`src/rtl/scan_sequencer_pkg.sv`:
```
// Shared types and default widths for the film-scan pass sequencer.
package scan_seq_pkg;

    typedef enum logic [2:0] {
        IDLE,
        LED_UP,
        SETTLE,
        SCAN,
        LED_DOWN
    } state_t;

    localparam int DEF_LED_W    = 16;
    localparam int DEF_SPD_W    = 16;
    localparam int DEF_LINE_W   = 16;
    localparam int DEF_SETTLE_W = 24;
    localparam int DEF_RAMP_DIV = 256;

endpackage

```
`src/rtl/scan_sequencer_led_ramp.sv`:
```
// LED level ramp: prescaler down-counter gating unit steps toward target (up) or 0 (down).
module led_ramp #(
    parameter int LED_W    = 16,
    parameter int RAMP_DIV = 256
) (
    input  logic             bus_clk,
    input  logic             rst,
    input  logic [LED_W-1:0] target,
    input  logic             dir_up,
    input  logic             run,
    output logic [LED_W-1:0] value,
    output logic             at_target
);

    localparam int DIV_W = (RAMP_DIV > 1) ? $clog2(RAMP_DIV) : 1;
    localparam logic [DIV_W-1:0] DIV_LOAD = DIV_W'(RAMP_DIV - 1);

    logic [DIV_W-1:0] pre_cnt;

    assign at_target = dir_up ? (value == target) : (value == '0);

    // Dropping run reloads the prescaler, so each ramp phase starts a full period late.
    always_ff @(posedge bus_clk or posedge rst) begin
        if (rst) begin
            pre_cnt <= DIV_LOAD;
            value   <= '0;
        end else if (!run) begin
            pre_cnt <= DIV_LOAD;
        end else if (pre_cnt == '0) begin
            pre_cnt <= DIV_LOAD;
            if (!at_target) begin
                value <= dir_up ? value + LED_W'(1) : value - LED_W'(1);
            end
        end else begin
            pre_cnt <= pre_cnt - DIV_W'(1);
        end
    end

endmodule

```
`src/rtl/scan_sequencer.sv`:
```
// One film-scan pass: LED ramp up, motor settle, line capture, motor stop and LED ramp down.
module scan_sequencer
    import scan_seq_pkg::*;
#(
    parameter int LED_W    = DEF_LED_W,
    parameter int SPD_W    = DEF_SPD_W,
    parameter int LINE_W   = DEF_LINE_W,
    parameter int SETTLE_W = DEF_SETTLE_W,
    parameter int RAMP_DIV = DEF_RAMP_DIV
) (
    input  logic                bus_clk,
    input  logic                rst,
    input  logic                start,
    input  logic                abort,
    input  logic [LED_W-1:0]    cfg_led_target,
    input  logic [SPD_W-1:0]    cfg_mtr_speed,
    input  logic                cfg_mtr_dir,
    input  logic [SETTLE_W-1:0] cfg_settle,
    input  logic [LINE_W-1:0]   cfg_num_lines,
    input  logic                line_done,
    output logic [LED_W-1:0]    led_pwm_val,
    output logic                mtr_en,
    output logic                mtr_dir,
    output logic [SPD_W-1:0]    mtr_speed,
    output logic                scan_en,
    output logic                busy,
    output logic                done,
    output logic                aborted,
    output logic [LINE_W-1:0]   line_cnt
);

    state_t state, next_state;

    logic [LED_W-1:0]    led_target;
    logic [SPD_W-1:0]    speed_lat;
    logic                dir_lat;
    logic [SETTLE_W-1:0] settle_lat;
    logic [SETTLE_W-1:0] settle_cnt;
    logic [LINE_W-1:0]   lines_lat;
    logic                abort_flag;
    logic                ramp_run;
    logic                ramp_up;
    logic                at_target;
    logic                go;
    logic                halt;
    logic                line_inc;
    logic                settle_tc;
    logic                scan_tc;
    logic                motor_on;

    led_ramp #(
        .LED_W    (LED_W),
        .RAMP_DIV (RAMP_DIV)
    ) u_led_ramp (
        .bus_clk   (bus_clk),
        .rst       (rst),
        .target    (led_target),
        .dir_up    (ramp_up),
        .run       (ramp_run),
        .value     (led_pwm_val),
        .at_target (at_target)
    );

    always_comb begin
        go        = start && !abort;
        halt      = abort && (state inside {LED_UP, SETTLE, SCAN});
        line_inc  = (state == SCAN) && line_done && !abort && (line_cnt < lines_lat);
        settle_tc = (settle_cnt <= SETTLE_W'(1));
        scan_tc   = (line_cnt >= lines_lat) ||
                    (line_inc && ((line_cnt + LINE_W'(1)) == lines_lat));

        next_state = state;
        case (state)
            IDLE:     if (go) next_state = LED_UP;
            LED_UP:   if (halt) next_state = LED_DOWN;
                      else if (at_target) next_state = SETTLE;
            SETTLE:   if (halt) next_state = LED_DOWN;
                      else if (settle_tc) next_state = SCAN;
            SCAN:     if (halt || scan_tc) next_state = LED_DOWN;
            LED_DOWN: if (at_target) next_state = IDLE;
            default:  next_state = IDLE;
        endcase

        // Ramp is held off on the exit cycle so the next phase's prescaler restarts on entry.
        ramp_run = (state inside {LED_UP, LED_DOWN}) && (next_state == state);
        ramp_up  = (state == LED_UP);
        motor_on = (next_state inside {SETTLE, SCAN});
    end

    always_ff @(posedge bus_clk or posedge rst) begin
        if (rst) begin
            state      <= IDLE;
            led_target <= '0;
            speed_lat  <= '0;
            dir_lat    <= 1'b0;
            settle_lat <= '0;
            lines_lat  <= '0;
            settle_cnt <= '0;
            abort_flag <= 1'b0;
            line_cnt   <= '0;
            mtr_en     <= 1'b0;
            mtr_dir    <= 1'b0;
            mtr_speed  <= '0;
            scan_en    <= 1'b0;
            busy       <= 1'b0;
            done       <= 1'b0;
            aborted    <= 1'b0;
        end else begin
            state   <= next_state;
            done    <= 1'b0;
            aborted <= 1'b0;

            if (state == IDLE && go) begin
                led_target <= cfg_led_target;
                speed_lat  <= cfg_mtr_speed;
                dir_lat    <= cfg_mtr_dir;
                settle_lat <= cfg_settle;
                lines_lat  <= cfg_num_lines;
                line_cnt   <= '0;
                abort_flag <= 1'b0;
            end else if (abort && state != IDLE) begin
                abort_flag <= 1'b1;
            end

            if (next_state == SETTLE && state != SETTLE) begin
                settle_cnt <= settle_lat;
            end else if (state == SETTLE && !settle_tc) begin
                settle_cnt <= settle_cnt - SETTLE_W'(1);
            end

            if (line_inc) begin
                line_cnt <= line_cnt + LINE_W'(1);
            end

            mtr_en    <= motor_on;
            mtr_speed <= motor_on ? speed_lat : '0;
            if (motor_on) begin
                mtr_dir <= dir_lat;
            end
            scan_en <= (next_state == SCAN);
            busy    <= (next_state != IDLE);

            if (state == LED_DOWN && next_state == IDLE) begin
                done    <= !(abort_flag || abort);
                aborted <= abort_flag || abort;
            end
        end
    end

endmodule

```
`config.mk`:
```
export PLATFORM = sky130hd
export DESIGN_NAME = scan_sequencer
export DESIGN_NICKNAME = d
export VERILOG_FILES = /design/src/rtl/scan_sequencer_pkg.sv /design/src/rtl/scan_sequencer_led_ramp.sv /design/src/rtl/scan_sequencer.sv
export SDC_FILE = /design/constraint.sdc
export NUM_CORES = 1
export LEC_CHECK = 0
export ABC_CLOCK_PERIOD_IN_PS = 5470
export CAP_MARGIN = 30
export CORE_MARGIN = 1.5
export CORE_UTILIZATION = 36
export CTS_BUF_LIST = sky130_fd_sc_hd__clkbuf_8
export DETAILED_ROUTE_END_ITERATION = 7
export GPL_ROUTABILITY_DRIVEN = 0
export HOLD_SLACK_MARGIN = 0.03
export PLACE_DENSITY = 0.59
export RECOVER_POWER = 25
export SLEW_MARGIN = 10
export SYNTH_ARGS = -nofsm -noshare
export SYNTH_HDL_FRONTEND = slang
export SYNTH_SLANG_ARGS = --single-unit
```
`constraint.sdc`:
```
create_clock -name bus_clk -period 5.47 [get_ports bus_clk]
set_input_delay 1.094 -clock bus_clk [delete_from_list [all_inputs] [get_ports bus_clk]]
set_output_delay 1.094 -clock bus_clk [all_outputs]
set_load 0.005 [all_outputs]
```
## Word level (Yosys, flattened, before mapping)

Cells that the tools add are included.

- Add/sub/neg operators: 5
- Order comparisons: 3
- Equal/unequal tests: 10
- Mux-type cells: 21
- Bitwise operators: 1
- Reductions and logical operators: 31

Operator list:

| cell | number |
|---|---|
| $mux W16 | 4 |
| $mux W24 | 2 |
| $add A16 B1 Y16 const B | 2 |
| $eq A16 B16 Y1 | 2 |
| $le A24 B1 Y1 const B | 1 |
| $sub A24 B1 Y24 const B | 1 |
| $mux W3 | 7 |
| $ge A16 B16 Y1 | 1 |
| $logic_not A16 Y1 | 1 |
| $lt A16 B16 Y1 | 1 |
| $mux W8 | 2 |
| $sub A16 B1 Y16 const B | 1 |
| $pmux W3 S5 | 1 |
| $eq A3 B2 Y1 const B | 4 |
| $logic_and A1 B1 Y1 | 12 |
| $reduce_bool A2 Y1 | 5 |
| $reduce_bool A3 Y1 | 3 |
| $logic_not A8 Y1 | 1 |
| $sub A8 B1 Y8 const B | 1 |
| $logic_not A3 Y1 | 2 |
| $mux W1 | 5 |
| $eq A3 B1 Y1 const B | 1 |
| $eq A3 B3 Y1 | 1 |
| $eq A3 B3 Y1 const B | 1 |
| 5 further kinds | 9 |

- Register bits: 163
- Input port bits: 78
- Output and inout bits: 54
- Word-level logic and storage cells: 89

## Logic depth before layout (Yosys ltp)

Gate-level depths: netlist (run 1).

- Depth after elaboration: 12
- Mapped depth: 12
- Mapped depth without buffers: 11

## Hierarchy

From an unflattened synthesis (run 1), not the netlist that was laid out.

- Cells, all modules: 836
- Area total of the unflattened synthesis: 8759.7 um^2

By module, submodules not included:

| module | instances | cells an instance | area an instance (um^2) | sequential area each (um^2) |
|---|---|---|---|---|
| scan_sequencer | 1 | 612 | 6806.5 | 3478.3 |
| led_ramp | 1 | 224 | 1953.1 | 610.6 |

## Worst setup path after synthesis (run 1)

OpenSTA, ideal clock, no wires.

- Path type: register to register
- From: register state[2]
- To: register u_led_ramp.value[13]
- Setup time: 0.136 ns
- Arrival time: 3.216 ns
- Data required time: 5.334 ns
- Setup slack: 2.118 ns
- Cell stages (with the launch flop): 13
- Buffers on the path: 1
- Clock period less this slack: 3.352 ns
- Cells stage by stage: dfrtp_1 -> buf_4 -> nor3b_1 -> inv_1 -> ha_1 -> a21o_1 -> a21oi_1 -> o2111ai_1 -> a21o_1 -> o41a_1 -> a21o_1 -> a211oi_1 -> o31ai_1

- Longest elaborated chain between the ends: 12
- Elaborated cells on any way between the ends: 28
- Those cells by class: eq/ne (5); mux (10); bitwise (1); reduce/logical (12)

RTL lines:

| item | line | RTL |
|---|---|---|
| from (decl) | scan_sequencer.sv:32 | `state_t state, next_state;` |
| from (signal assigned) | scan_sequencer.sv:109 | `state <= next_state;` |
| $eq A3 B2 Y1 | scan_sequencer.sv:66, scan_sequencer.sv:67, scan_sequencer.sv:73 |  |
| $logic_and A1 B1 Y1 (3 in series) | scan_sequencer.sv:67 | `line_inc = (state == SCAN) && line_done && !abort && (line_cnt < lines_lat);` |
| $logic_and A1 B1 Y1 | scan_sequencer.sv:70 | `(line_inc && ((line_cnt + LINE_W'(1)) == lines_lat));` |
| $logic_or A1 B1 Y1 | scan_sequencer.sv:69 | `scan_tc = (line_cnt >= lines_lat) \|\|` |
| $logic_or A1 B1 Y1 | scan_sequencer.sv:79 | `SCAN: if (halt \|\| scan_tc) next_state = LED_DOWN;` |
| $mux W3 | scan_sequencer.sv:79 |  |
| $pmux W3 S5 | scan_sequencer.sv:73 | `case (state)` |
| $eq A3 B3 Y1 | scan_sequencer.sv:85 | `ramp_run = (state inside {LED_UP, LED_DOWN}) && (next_state == state);` |
| $logic_and A1 B1 Y1 | scan_sequencer.sv:85 |  |
| $reduce_and A3 Y1 (no line) | - |  |
| to (signal assigned) | scan_sequencer_led_ramp.sv:32 | `value <= dir_up ? value + LED_W'(1) : value - LED_W'(1);` |
| to (decl) | scan_sequencer_led_ramp.sv:11 | `output logic [LED_W-1:0] value,` |

Several ways; a longest one is shown, not always the timed one.
A chain may end at the register's enable or synchronous reset.

## Final worst setup path (run 1)

- From: register state[0]
- To: register u_led_ramp.value[13]

The elaborated chain is that of the path after synthesis.

==> flow_metrics.tcl, run 1 <==
set metrics [dict create \
    slew_viol_final 164 \
    post_cts_resize_count 0 \
    grt_pass1_vias 6594 \
    crit_buf_inv 1 \
    fillCellCount 2325 \
    detail-route-antenna-nets 0 \
    die-area_sq_mm 0.0253 \
    finClkSkew_ns 0.0248 \
    synth.avg_cell_area_sq_um 10.6 \
    critPathMostFrequentCell "a21o_1" \
    fmax_ghz 0.246 \
    rows 56 \
    crit_required_ns 5.77 \
    power.switching_uw 777 \
    wl_met3_um 816 \
    pwr-share-seq_pct 50.4 \
    max_slew_margin_pct -47.8 \
    worst_pin_slew_ns 2.22 \
    wl_met1_um 9950 \
    leakagePower_nw 4.56 \
    grt_max_degree 164 \
    synth_nets 945 \
    die_h_um 159 \
    synthTopCellsByArea "dfrtp_1, mux2_2, ha_1" \
    drc 0 \
    coreArea_sq_mm 0.0237 \
    grt_setup_unrepaired "false" \
    pin_count 132 \
    arrival_ns 4.36 \
    ys_types 73 \
    clock_latency_ns 0.45 \
    overflow 0 \
    power_density_mw_per_mm2 270 \
    post-route-period-util_pct 74.3 \
    p_sw_share_pct 26.7 \
    cp_slowest_stage_delay_ns 0.70 \
    yosysWarnings 0 \
    grt_pass1_wl_um 33900 \
    hpwl_um 14500 \
    yosysSeqAreaShare_pct 46.6 \
    drv_cap 1 \
    violations "capacitance limit, slew limit" \
    p_int_mw 2.14 \
    status "finished, violations left" \
    grt_usage_pct 16.6 \
    cts_setup_buffers 0 \
    slowest_stage "nor3b_1" \
    end_kind "flip-flop" \
    synth_seq_cells 163 \
    reg2reg_slack_ns 1.41 \
    wl_met2_um 9330 \
    initial_core_util_pct 37.1 \
    syn_to_final_growth_pct 22.9 \
    power_frac_comb_pct 16.9 \
    grt_antenna_before_repair 1 \
    fin_nets 1069 \
    worst_slack_ns 1.41 \
    port_buffers 131 \
    clkSlewWorstSetupHoldPaths_ns 0.08 \
    first_iter_violations 290 \
    crit_family "compound AO/OA/AOI/OAI gates" \
    cts_made_buffers 17 \
    critPathKind "reg -> reg" \
    final-setup-viol-count 0 \
    hold_buffers 0 \
    htree_levels 4 \
    drive_gt1_share_pct 16.8 \
    peakVddDrop_uv 149 \
    cts_tree "yes" \
    routed_wl_um 20300 \
    netlist.area_leader.share_pct 44.2 \
    synth_common_cells "dfrtp_1, mux2_2, nand2_1" \
    fin_crit_ns 4.06 \
    die_w_um 159 \
    dp_slack_ns 1.40 \
    setup_tns_ns 0 \
    wire_per_inst_um 15.8 \
    path_cells "nor3b_1 -> inv_1 -> ha_1 -> a21o_1 -> a21oi_1 -> o2111ai_1 -> a21o_1 -> o41a_1 -> a21o_1 -> a211oi_1 -> o31ai_1" \
    async_reset_ff_share_pct 100 \
    viasPerCell 5.11 \
    synth_edf_count 0 \
    clock_path_buffers 2 \
    yosys.cell_count.top_type "dfrtp_1" \
    power_frac_clock_pct 32.7 \
    syn_inst 831 \
    critPathMaxFanout 16 \
    dr.pass1.iters 5 \
    top_layer "met4" \
    worst_hold_slack_ns 0.465 \
    crit_path_start_kind "flip-flop" \
    hold_violations 0 \
    synth_flop_cell "dfrtp_1" \
    synth_top_area_cell "dfrtp_1" \
    hold_class "reg -> reg" \
    cts-root-buf "clkbuf_8" \
    netlist_area_sq_mm 0.00878 \
    cts_sinks 163 \
    vias 6572 \
]
## placed cells by master, fill, tap and decap left out, drive strengths merged, types with 12 or more instances in the layout
master,n
mux2,79
nor2,47
ha,35
xnor2,40
a21oi,32
nand2,74
and2,23
nand3,25
nor3,30
clkbuf,22
inv,35
o21ai,48
dfrtp,155
nor4,12
xor2,25
o211ai,13
clkdlybuf4s50,129
## power groups by stage
| stage | combinational [mW] | sequential, mW | clock (mW) |
|---|---|---|---|
| floorplan | 0.371 | 1.45 | 0 |
| global placement | 0.493 | 1.49 | 0 |
| detailed placement | 0.500 | 1.49 | 0 |
| CTS | 0.503 | 1.47 | 0.983 |
| global route | 0.555 | 1.49 | 1.04 |
| finish | 0.493 | 1.47 | 0.952 |
## worst reg2reg max path, stage by stage, from the launching register on
cell and delay, ns:
dfrtp_1 0.52, nor3b_1 0.70, inv_1 0.52, ha_1 0.44, a21o_1 0.17, a21oi_1 0.28
o2111ai_1 0.19, a21o_1 0.20, o41a_1 0.38, a21o_1 0.20, a211oi_1 0.23, o31ai_1 0.10
## per-layer routing
metal	vias to the layer above	global-route usage, %
met1	3209	22.9
li1	3211	-
met2	140	26.1
met3	12	4.04
met5	-	0
met4	0	4.55
## flip-flops by register name, indices dropped and copies added (netlist names), 3 cells and up
| name | count |
|---|---|
| lines_lat | 16 |
| led_target | 16 |
| state | 3 |
| u_led_ramp.value | 16 |
| mtr_speed | 16 |
| settle_cnt | 24 |
| u_led_ramp.pre_cnt | 8 |
| line_cnt | 16 |
| speed_lat | 16 |
| settle_lat | 24 |
## path summary, 6_finish.rpt
path / end / from / cells past startpoint
max: u_led_ramp.value[13]$_DFFE_PP0P_ / state[0]$_DFF_PP0_ / 11
min: done$_DFF_PP0_ / abort_flag$_DFFE_PP0P_ / 1
max reg2reg: u_led_ramp.value[13]$_DFFE_PP0P_ / state[0]$_DFF_PP0_ / 11
min reg2reg: done$_DFF_PP0_ / abort_flag$_DFFE_PP0P_ / 1
max in group asynchronous: u_led_ramp.value[6]$_DFFE_PP0P_ / rst / 3
min in group asynchronous: speed_lat[10]$_DFFE_PP0P_ / rst / 3
## metrics by stage
stage / area (sq um) / power (mW) / utilization, % / cells
4_1_cts: 10800 / 2.96 / 45.6 / 1286
3_5_place_dp: 10400 / 1.99 / 43.7 / 1255
6_report: 10800 / 2.91 / 45.5 / 1287
2_1_floorplan: 8780 / 1.82 / - / 831
5_1_grt: 10800 / 3.09 / 45.5 / 1286
3_3_place_gp: 10400 / 1.98 / 43.7 / 1255
## logic make-up (layout without fill, tap and decap cells)
| family | after synthesis | in the layout | share of synthesized area, % |
|---|---|---|---|
| XOR/XNOR | 65 | 65 | 6.49 |
| buffers and inverters | 65 | 201 | 3.68 |
| multiplexers | 82 | 82 | 10.5 |
| adder cells (fa/ha/maj) | 36 | 36 | 5.22 |
| other | 0 | 1 | 0 |
| AND/OR/NAND/NOR | 277 | 277 | 16.8 |
| AO/OA/AOI/OAI | 143 | 143 | 10.7 |
| flip-flops | 163 | 163 | 46.6 |
## area by class of cell
cell class | count | area [sq um] | area share (%)
diodes | 1 | 2.50 | 0.0232
clock buffers | 21 | 289 | 2.68
clock inverters | 10 | 148 | 1.37
inverters | 34 | 131 | 1.22
multi-input cells | 603 | 4380 | 40.6
flip-flops and latches | 163 | 4090 | 37.9
well taps | 319 | 399 | 3.70
repair buffers | 136 | 1350 | 12.5
Power figures use the tool's default switching activity.
==> run 2, diff against run 1 <==
--- a/config.mk
+++ b/config.mk
@@ -5,7 +5,7 @@
 export SDC_FILE = /design/constraint.sdc
 export NUM_CORES = 1
 export LEC_CHECK = 0
-export ABC_CLOCK_PERIOD_IN_PS = 5470
+export ABC_CLOCK_PERIOD_IN_PS = 3800
 export CAP_MARGIN = 30
 export CORE_MARGIN = 1.5
 export CORE_UTILIZATION = 36
@@ -13,7 +13,7 @@
 export DETAILED_ROUTE_END_ITERATION = 7
 export GPL_ROUTABILITY_DRIVEN = 0
 export HOLD_SLACK_MARGIN = 0.03
-export PLACE_DENSITY = 0.59
+export PLACE_DENSITY = 0.57
 export RECOVER_POWER = 25
 export SLEW_MARGIN = 10
 export SYNTH_ARGS = -nofsm -noshare
==> constraint.sdc (replaced) <==
create_clock -name bus_clk -period 3.8 [get_ports bus_clk]
set_input_delay 0.76 -clock bus_clk [delete_from_list [all_inputs] [get_ports bus_clk]]
set_output_delay 0.76 -clock bus_clk [all_outputs]
set_load 0.005 [all_outputs]
==> run 2 against run 1 <==
  * The run now ends clean
  * Wire length rose by 1.7%
  * First-iteration DRC count rose by 4.1%
  * Clock-buffer cell count fell by 4
  * Sequential share of layout area fell by 0.053 points
  * Largest cell class unchanged
  * Critical endpoint is now mtr_dir$_DFFE_PP0N_
  * Sequential cell count did not move
  * Die area did not move
  * Global-route usage rose by 0.35 points
  * Clock power rose by 33%
==> flow_metrics.tcl, run 2 (synthesized netlist as in run 1, its figures left out) <==
set metrics [dict create \
    status "completed" \
    coreArea_sq_mm 0.0237 \
    cts_made_buffers 17 \
    drv_cap 0 \
    cts_tree "yes" \
    viasPerCell 5.06 \
    clock_latency_ns 0.45 \
    grt_pass1_wl_um 34800 \
    hpwl_um 14900 \
    syn_to_final_growth_pct 23.0 \
    power_frac_comb_pct 17.7 \
    grt_pass1_vias 6658 \
    post_cts_resize_count 0 \
    pwr-share-seq_pct 51.4 \
    worst_hold_slack_ns 0.454 \
    critPathKind "reg -> reg" \
    p_sw_share_pct 28.2 \
    fin_nets 1079 \
    vias 6563 \
    die_w_um 159 \
    die_h_um 159 \
    routed_wl_um 20700 \
    final-setup-viol-count 0 \
    cts_sinks 163 \
    drive_gt1_share_pct 17.2 \
    p_int_mw 2.95 \
    clkSlewWorstSetupHoldPaths_ns 0.09 \
    drc 0 \
    hold_buffers 0 \
    first_iter_violations 302 \
    final_cell_mix "dfrtp_1, clkdlybuf4s50_1, mux2_2" \
    post-route-period-util_pct 86.8 \
    power_frac_clock_pct 30.9 \
    slowest_stage "or4_1" \
    leakagePower_nw 4.60 \
    power.switching_mw 1.16 \
    pin_count 132 \
    dp_slack_ns 0.499 \
    cp_slowest_stage_delay_ns 0.52 \
    path_cells "ha_1 -> and3_4 -> nand3_4 -> or4_1 -> and2_1 -> a2111o_1 -> o31ai_4 -> o311ai_4 -> mux2_4" \
    die-area_sq_mm 0.0253 \
    port_buffers 131 \
    htree_levels 4 \
    crit_family "compound AO/OA/AOI/OAI gates" \
    wire_per_inst_um 15.9 \
    fillCellCount 2330 \
    mostFrequentLayoutCell "dfrtp_1" \
    peakVddDrop_uv 212 \
    arrival_ns 3.63 \
    slew_viol_final 0 \
    overflow 0 \
    max_slew_margin_pct 26.0 \
    detail-route-antenna-nets 0 \
    dr.pass1.iters 4 \
    worst_pin_slew_ns 1.11 \
    critPathMaxFanout 19 \
    final_util_pct 45.6 \
    worst_slack_ns 0.502 \
    hold_class "reg -> reg" \
    fmax_ghz 0.303 \
    clock_path_buffers 2 \
    fin_crit_ns 3.30 \
    hold_violations 0 \
    grt_max_degree 152 \
    power_density_mw_per_mm2 380 \
    cts-root-buf "clkbuf_8" \
    crit_required_ns 4.13 \
    grt_antenna_before_repair 1 \
    finClkSkew_ns 0.0183 \
    end_kind "flip-flop" \
    crit_path_start_kind "flip-flop" \
    grt_usage_pct 17.0 \
    cts_setup_buffers 0 \
    grt_setup_unrepaired "false" \
    crit_buf_inv 0 \
    n_antenna_cell 0 \
    setup_tns_ns 0 \
    reg_top3 "settle_cnt x24, settle_lat x24" \
    initial_core_util_pct 37.1 \
    rows 56 \
]
## run 2: changes by cell type in the layout (fill, tap and decap cells not counted)
cell | before | now
buf_12 | 0 | 1
buf_4 | 4 | 12
bufinv_16 | 3 | 2
clkbuf_1 | 0 | 2
clkbuf_4 | 1 | 0
clkbuf_8 | 21 | 17
clkinv_2 | 0 | 2
clkinvlp_2 | 0 | 1
clkinvlp_4 | 4 | 1
diode_2 | 1 | 0
inv_1 | 33 | 35
inv_6 | 2 | 6
nand3_1 | 23 | 24
nand3_4 | 2 | 1
## run 2: metal layers
metal	track usage, %	share of wire [%]	up-vias
met3	3.88	4.7	13
li1	-	-	3233
met2	26.8	46	136
met5	0	0.082	-
met1	23.8	49	3179
met4	3.47	0.80	2
## run 2: path summary, 6_finish.rpt
path,startpoint,end,slack [ns],cells past startpoint
min in group asynchronous,rst,mtr_speed[12]$_DFF_PP0_,0.80,2
max in group asynchronous,rst,u_led_ramp.value[7]$_DFFE_PP0P_,1.74,3
min,abort_flag$_DFFE_PP0P_,done$_DFF_PP0_,0.45,1
max reg2reg,line_cnt[1]$_DFFE_PP0P_,mtr_dir$_DFFE_PP0N_,0.50,9
min reg2reg,abort_flag$_DFFE_PP0P_,done$_DFF_PP0_,0.45,1
max,line_cnt[1]$_DFFE_PP0P_,mtr_dir$_DFFE_PP0N_,0.50,9
## run 2: layout make-up
class / count / area (sq um) / share of cell area, %
Multi-Input combinational cell: 603 / 4370 / 40.4
Clock buffer: 17 / 234 / 2.17
Inverter: 34 / 129 / 1.19
Clock inverter: 15 / 155 / 1.44
Timing Repair Buffer: 146 / 1430 / 13.2
Sequential cell: 163 / 4090 / 37.9
Tap cell: 319 / 399 / 3.70
## run 2: through the flow
| step | cells | power, mW | cell area (sq um) |
|---|---|---|---|
| after global placement | 1265 | 2.88 | 10400 |
| after CTS | 1297 | 4.17 | 10800 |
| after floorplan | 831 | 2.62 | 8780 |
| final | 1297 | 4.11 | 10800 |
| after detailed placement | 1265 | 2.89 | 10400 |
| after global routing | 1297 | 4.35 | 10800 |
## run 2: power by group through the flow
| stage | Combinational, mW | Clock, mW | Sequential (mW) |
|---|---|---|---|
| floorplan | 0.534 | 0 | 2.09 |
| global placement | 0.729 | 0 | 2.15 |
| detailed placement | 0.736 | 0 | 2.15 |
| CTS | 0.741 | 1.31 | 2.12 |
| global route | 0.820 | 1.39 | 2.14 |
| finish | 0.727 | 1.27 | 2.11 |
==> run 3, diff against run 2 <==
--- a/config.mk
+++ b/config.mk
@@ -12,7 +12,6 @@
 export CTS_BUF_LIST = sky130_fd_sc_hd__clkbuf_8
 export DETAILED_ROUTE_END_ITERATION = 7
 export GPL_ROUTABILITY_DRIVEN = 0
-export HOLD_SLACK_MARGIN = 0.03
 export PLACE_DENSITY = 0.57
 export RECOVER_POWER = 25
 export SLEW_MARGIN = 10
==> results of run 3 <==
No change in the layout: final DEF, timing and power equal those of run 2.
==> RTL change 1, RTL diff (settings of run 1) <==
Put one more register stage on the output `line_cnt`, with the module's reset. The value now appears one clock later. The other outputs are not delayed to match.
--- a/src/rtl/scan_sequencer.sv
+++ b/src/rtl/scan_sequencer.sv
@@ -28,6 +28,8 @@
     output logic                aborted,
     output logic [LINE_W-1:0]   line_cnt
 );
+
+    logic [LINE_W-1:0] line_cnt_s0;
 
     state_t state, next_state;
 
@@ -64,10 +66,10 @@
     always_comb begin
         go        = start && !abort;
         halt      = abort && (state inside {LED_UP, SETTLE, SCAN});
-        line_inc  = (state == SCAN) && line_done && !abort && (line_cnt < lines_lat);
+        line_inc  = (state == SCAN) && line_done && !abort && (line_cnt_s0 < lines_lat);
         settle_tc = (settle_cnt <= SETTLE_W'(1));
-        scan_tc   = (line_cnt >= lines_lat) ||
-                    (line_inc && ((line_cnt + LINE_W'(1)) == lines_lat));
+        scan_tc   = (line_cnt_s0 >= lines_lat) ||
+                    (line_inc && ((line_cnt_s0 + LINE_W'(1)) == lines_lat));
 
         next_state = state;
         case (state)
@@ -97,7 +99,7 @@
             lines_lat  <= '0;
             settle_cnt <= '0;
             abort_flag <= 1'b0;
-            line_cnt   <= '0;
+            line_cnt_s0 <= '0;
             mtr_en     <= 1'b0;
             mtr_dir    <= 1'b0;
             mtr_speed  <= '0;
@@ -116,7 +118,7 @@
                 dir_lat    <= cfg_mtr_dir;
                 settle_lat <= cfg_settle;
                 lines_lat  <= cfg_num_lines;
-                line_cnt   <= '0;
+                line_cnt_s0 <= '0;
                 abort_flag <= 1'b0;
             end else if (abort && state != IDLE) begin
                 abort_flag <= 1'b1;
@@ -129,7 +131,7 @@
             end
 
             if (line_inc) begin
-                line_cnt <= line_cnt + LINE_W'(1);
+                line_cnt_s0 <= line_cnt_s0 + LINE_W'(1);
             end
 
             mtr_en    <= motor_on;
@@ -147,5 +149,13 @@
         end
     end
 
+    always_ff @(posedge bus_clk or posedge rst) begin
+        if (rst) begin
+            line_cnt <= '0;
+        end else begin
+            line_cnt <= line_cnt_s0;
+        end
+    end
+
 endmodule
 
Check against the original RTL: not equivalent (Yosys sat finds a counterexample within 10 cycles, from zero or initial values and one cycle with rst high).
==> RTL change 1 against run 1 <==
  * Sequential cell count grew 16
  * Via count is 2.1% lower
  * Cell area is 3.6% higher
  * Synthesized area up 4.6%
  * Highest routed layer unchanged
  * Wire length decreased by 3.6%
  * Fmax up 11%
  * Critical path type unchanged
  * Final cell count rose by 0.85%
  * Core utilization fell by 1.0 points
  * Hold slack worse by 0.011 ns
  * Worst setup slack better by 0.41 ns
  * The flow still finishes with violations (capacitance limit, slew limit)
Power is not compared: it rests on default switching activity, and its combinational part moved more than twofold at a synthesized area within 25%.
==> RTL change 1: results (changes against run 1) <==
run status=complete, but fails checks; violations in the final reports=capacitance limit, slew limit; 1st-iter DRT viols=284 (-2.1%); Final Max Slew Viols=180 (+9.8%); fraction of met1 tracks used by global routing=21.1% (-1.8 points); total global-route track usage=15.6% (-0.98 points); number of inserted diodes=0 (-1); list of most frequent post-synthesis cells=171 x sky130_fd_sc_hd__dfrtp_1, 86 x sky130_fd_sc_hd__mux2_2, 63 x sky130_fd_sc_hd__nand2_1; clock tree skew after final layout=0.0181 ns (-0.00670 ns); adder-cell share of the synthesized area=4.99% (-0.23 points); met3 wire length=1.17 mm (+44%); detailed-placement wirelength estimate=13.8 mm (-5.0%); Largest stage delay, worst path=0.50 ns (-0.20 ns); number of different library cells in the post-synthesis netlist=72 (-1.4%); sequential share of the synthesized area=48.9% (+2.3 points); measured slew at the worst slew-check pin=2.49 ns (+0.271 ns); Arr. time, crit path=4.00 ns (-0.36 ns); worst-path maximum fanout=15 (-1); met1 WL=9.08 mm (-8.7%); multiplexer area fraction after synthesis=11.2% (+0.63 points); Routed WL=19.6 mm (-3.6%); met2 WL=9.17 mm (-1.7%); post-CTS clock slew at the launch and capture registers of the worst setup and hold paths=0.10 ns (+0.02 ns); clock latency reported for the late side of the worst-skew pair=0.46 ns; number of antenna violations at the first check in global routing=0 (-1); met3 track demand over resource in global routing=4.81% (+0.78 points); number of filler instances in the final layout=2,451 (+5.4%); Synth area leaders=sky130_fd_sc_hd__dfrtp_1 47%, sky130_fd_sc_hd__mux2_2 11%, sky130_fd_sc_hd__ha_1 4.8%; met2 Track Usage GR=24.8% (-1.3 points); vias=6,432 (-2.1%); first-pass GRT wire length=32.9 mm (-3.2%); final net count=1,069 (unchanged); post-synthesis xor/xnor area fraction=6.39% (-0.092 points); pin count of the biggest net entering global routing=180 (+9.8%); Max Cap Viol=1 (unchanged); slowest CP cell=sky130_fd_sc_hd__fa_1; syn nets=943 (-0.21%); compound-gate portion of the synthesized area=10.4% (-0.23 points); fraction of final layout cells with drive strength greater than 1=17.4% (+0.60 points)
-- RTL change 1: changes by cell type after synthesis, moves of 6 or more --
cell	delta
sky130_fd_sc_hd__dfrtp_1	+16
sky130_fd_sc_hd__nand2_1	-10
sky130_fd_sc_hd__a21o_1	+9
sky130_fd_sc_hd__and2_2	-9
sky130_fd_sc_hd__mux2_2	+8
sky130_fd_sc_hd__o211ai_1	-8
sky130_fd_sc_hd__a21oi_1	-7
sky130_fd_sc_hd__nand3_1	-7
sky130_fd_sc_hd__o21ai_0	-7
sky130_fd_sc_hd__o21a_1	+6
-- RTL change 1: final cells by class --
type / instances / area [sq um] / area share, %
sequential: 179 / 4490 / 40.2
multi-input combinational: 588 / 4410 / 39.4
timing repair buffer: 138 / 1370 / 12.2
tap: 330 / 413 / 3.70
clock buffer: 18 / 248 / 2.22
clock inverter: 14 / 133 / 1.19
inverter: 31 / 120 / 1.08
-- RTL change 1: metrics by stage --
stage | cells | utilization (%) | area (sq um) | setup WS [ns] | total power [mW]
floorplan | 829 | - | 9180 | 2.09 | 2.63
global placement | 1263 | 42.9 | 10800 | 1.80 | 2.90
detailed placement | 1266 | 43.0 | 10800 | 1.70 | 2.93
CTS | 1298 | 44.5 | 11200 | 1.84 | 3.83
global route | 1298 | 44.5 | 11200 | 1.47 | 4.04
finish | 1298 | 44.5 | 11200 | 1.81 | 3.76
-- RTL change 1: worst paths after layout --
path	slack (ns)	cells after the start	end
setup / recovery	1.81	12	u_led_ramp.value[14]$_DFFE_PP0P_
hold / removal	0.45	1	done$_DFF_PP0_
setup reg to reg	1.81	12	u_led_ramp.value[14]$_DFFE_PP0P_
hold reg to reg	0.45	1	done$_DFF_PP0_
max in group asynchronous	1.87	3	speed_lat[6]$_DFFE_PP0P_
min in group asynchronous	1.90	3	led_target[1]$_DFFE_PP0P_
==> RTL change 2, RTL diff (config.mk and constraints of run 1) <==
Made on the original files. The package constant `DEF_LED_W` goes from 16 to 24.
--- a/src/rtl/scan_sequencer_pkg.sv
+++ b/src/rtl/scan_sequencer_pkg.sv
@@ -9,7 +9,7 @@
         LED_DOWN
     } state_t;
 
-    localparam int DEF_LED_W    = 16;
+    localparam int DEF_LED_W    = 24;
     localparam int DEF_SPD_W    = 16;
     localparam int DEF_LINE_W   = 16;
     localparam int DEF_SETTLE_W = 24;
Interface: changed (resized cfg_led_target and led_pwm_val); port bits go from 132 to 148. The function was not compared with the original's and may differ.
==> RTL change 2 against run 1 <==
  * Synthesized cell count rose by 14%
  * Cell area rose by 12%
  * Wire length rose by 17%
  * Synthesized area rose by 12%
  * Non-clock buffer count rose by 16
  * The run still ends with capacitance limit, slew limit left
  * Sequential cell count rose by 16
  * Global-route usage rose by 0.84 points
  * Worst setup slack improved by 0.31 ns
  * Die area rose by 11%
Power is not compared: it rests on default switching activity, and its combinational part moved more than twofold at a synthesized area within 25%.
==> RTL change 2: results (changes against run 1) <==
per-cell via count in the routed design=5.25 (+2.8%); fraction of final layout cells with drive strength greater than 1=14.2% (-2.5 points); Max Cap Viol=1 (unchanged); cells on worst reg2reg path=12 (+1); Cell Count, Final, Fillers Out=1,437 (+12%); startpoint of the most critical hold path=speed_lat[11]$_DFFE_PP0P_; start point of the critical path=abort; area of placed instances=11,600 sq um (+12%); drt pass-1 iters=4 (-1); number of filler instances in the final layout=2,570 (+11%); met1 WL=11.3 mm (+14%); syn nets=1,076 (+14%); routed wirelength normalized by instance count=16.5 um (+4.5%); Final Max Slew Viols=180 (+9.8%); pin count of the biggest net entering global routing=180 (+9.8%); flop-to-flop setup slack=1.81 ns (+0.40 ns); FMAX=266 MHz (+8.3%); number of different library cells in the post-synthesis netlist=75 (+2.7%); final net count=1,213 (+13%); number of inserted diodes=0 (-1); fraction of met1 tracks used by global routing=23.8% (+0.95 points); 1st-iter DRT viols=333 (+15%); Register Area=4490 sq um (+9.8%); Slew headroom=-68.6% (-21 points); final worst hold slack=0.480 ns (+0.0159 ns); met2 WL=11.1 mm (+19%); sequential share of the synthesized area=45.8% (-0.77 points); Worst Hold Endpoint=mtr_speed[11]$_DFF_PP0_; Largest stage delay, worst path=0.63 ns (-0.07 ns); clock latency reported for the late side of the worst-skew pair=0.49 ns (+0.04 ns); violations in the final reports=capacitance limit, slew limit; worst-path maximum fanout=22 (+6); run status=complete, but fails checks; capture point of the critical path=mtr_dir$_DFFE_PP0N_; via count of the first global-routing pass=7,267 (+10%); met2 Track Usage GR=28.0% (+2.0 points); Place WS=1.29 ns (-0.110 ns); list of most frequent post-synthesis cells=171 x sky130_fd_sc_hd__dfrtp_1, 86 x sky130_fd_sc_hd__mux2_2, 76 x sky130_fd_sc_hd__nand2_1; met3 wire length=1.09 mm (+33%)
## RTL change 2: changes by cell type after synthesis, sizes merged, moves of 8 or more
cell and change:
o21ai +15, dfrtp +16, nand3 +9, nand4 +15
nor3 -16, ha +8, xnor2 +10
## RTL change 2: kinds of logic (layout without fill, tap and decap cells)
family          after synthesis  in the layout  synth area share, %
buf+inv                      71            221                 2.90
compound gates              194            194                 12.9
xor+xnor                     68             68                 6.15
simple gates                300            300                 16.3
flops                       179            179                 45.8
mux                          90             90                 10.3
fa+ha+maj                    44             44                 5.69
## RTL change 2: critical path, delay by kind of cell
kind | cells | cell delay [ns]
AOI/OAI and AO/OA | 4 | 0.84
and+or+nand+nor | 3 | 1.17
buffers and inverters | 1 | 0.63
muxes | 1 | 0.36
## RTL change 2: cell type report
class	count	share of cell area, %
Sequential cell	179	37.2
Timing Repair Buffer	152	12.7
Tap cell	341	3.53
Inverter	37	1.18
Clock inverter	15	1.76
Clock buffer	17	1.94
Multi-Input combinational cell	696	41.8
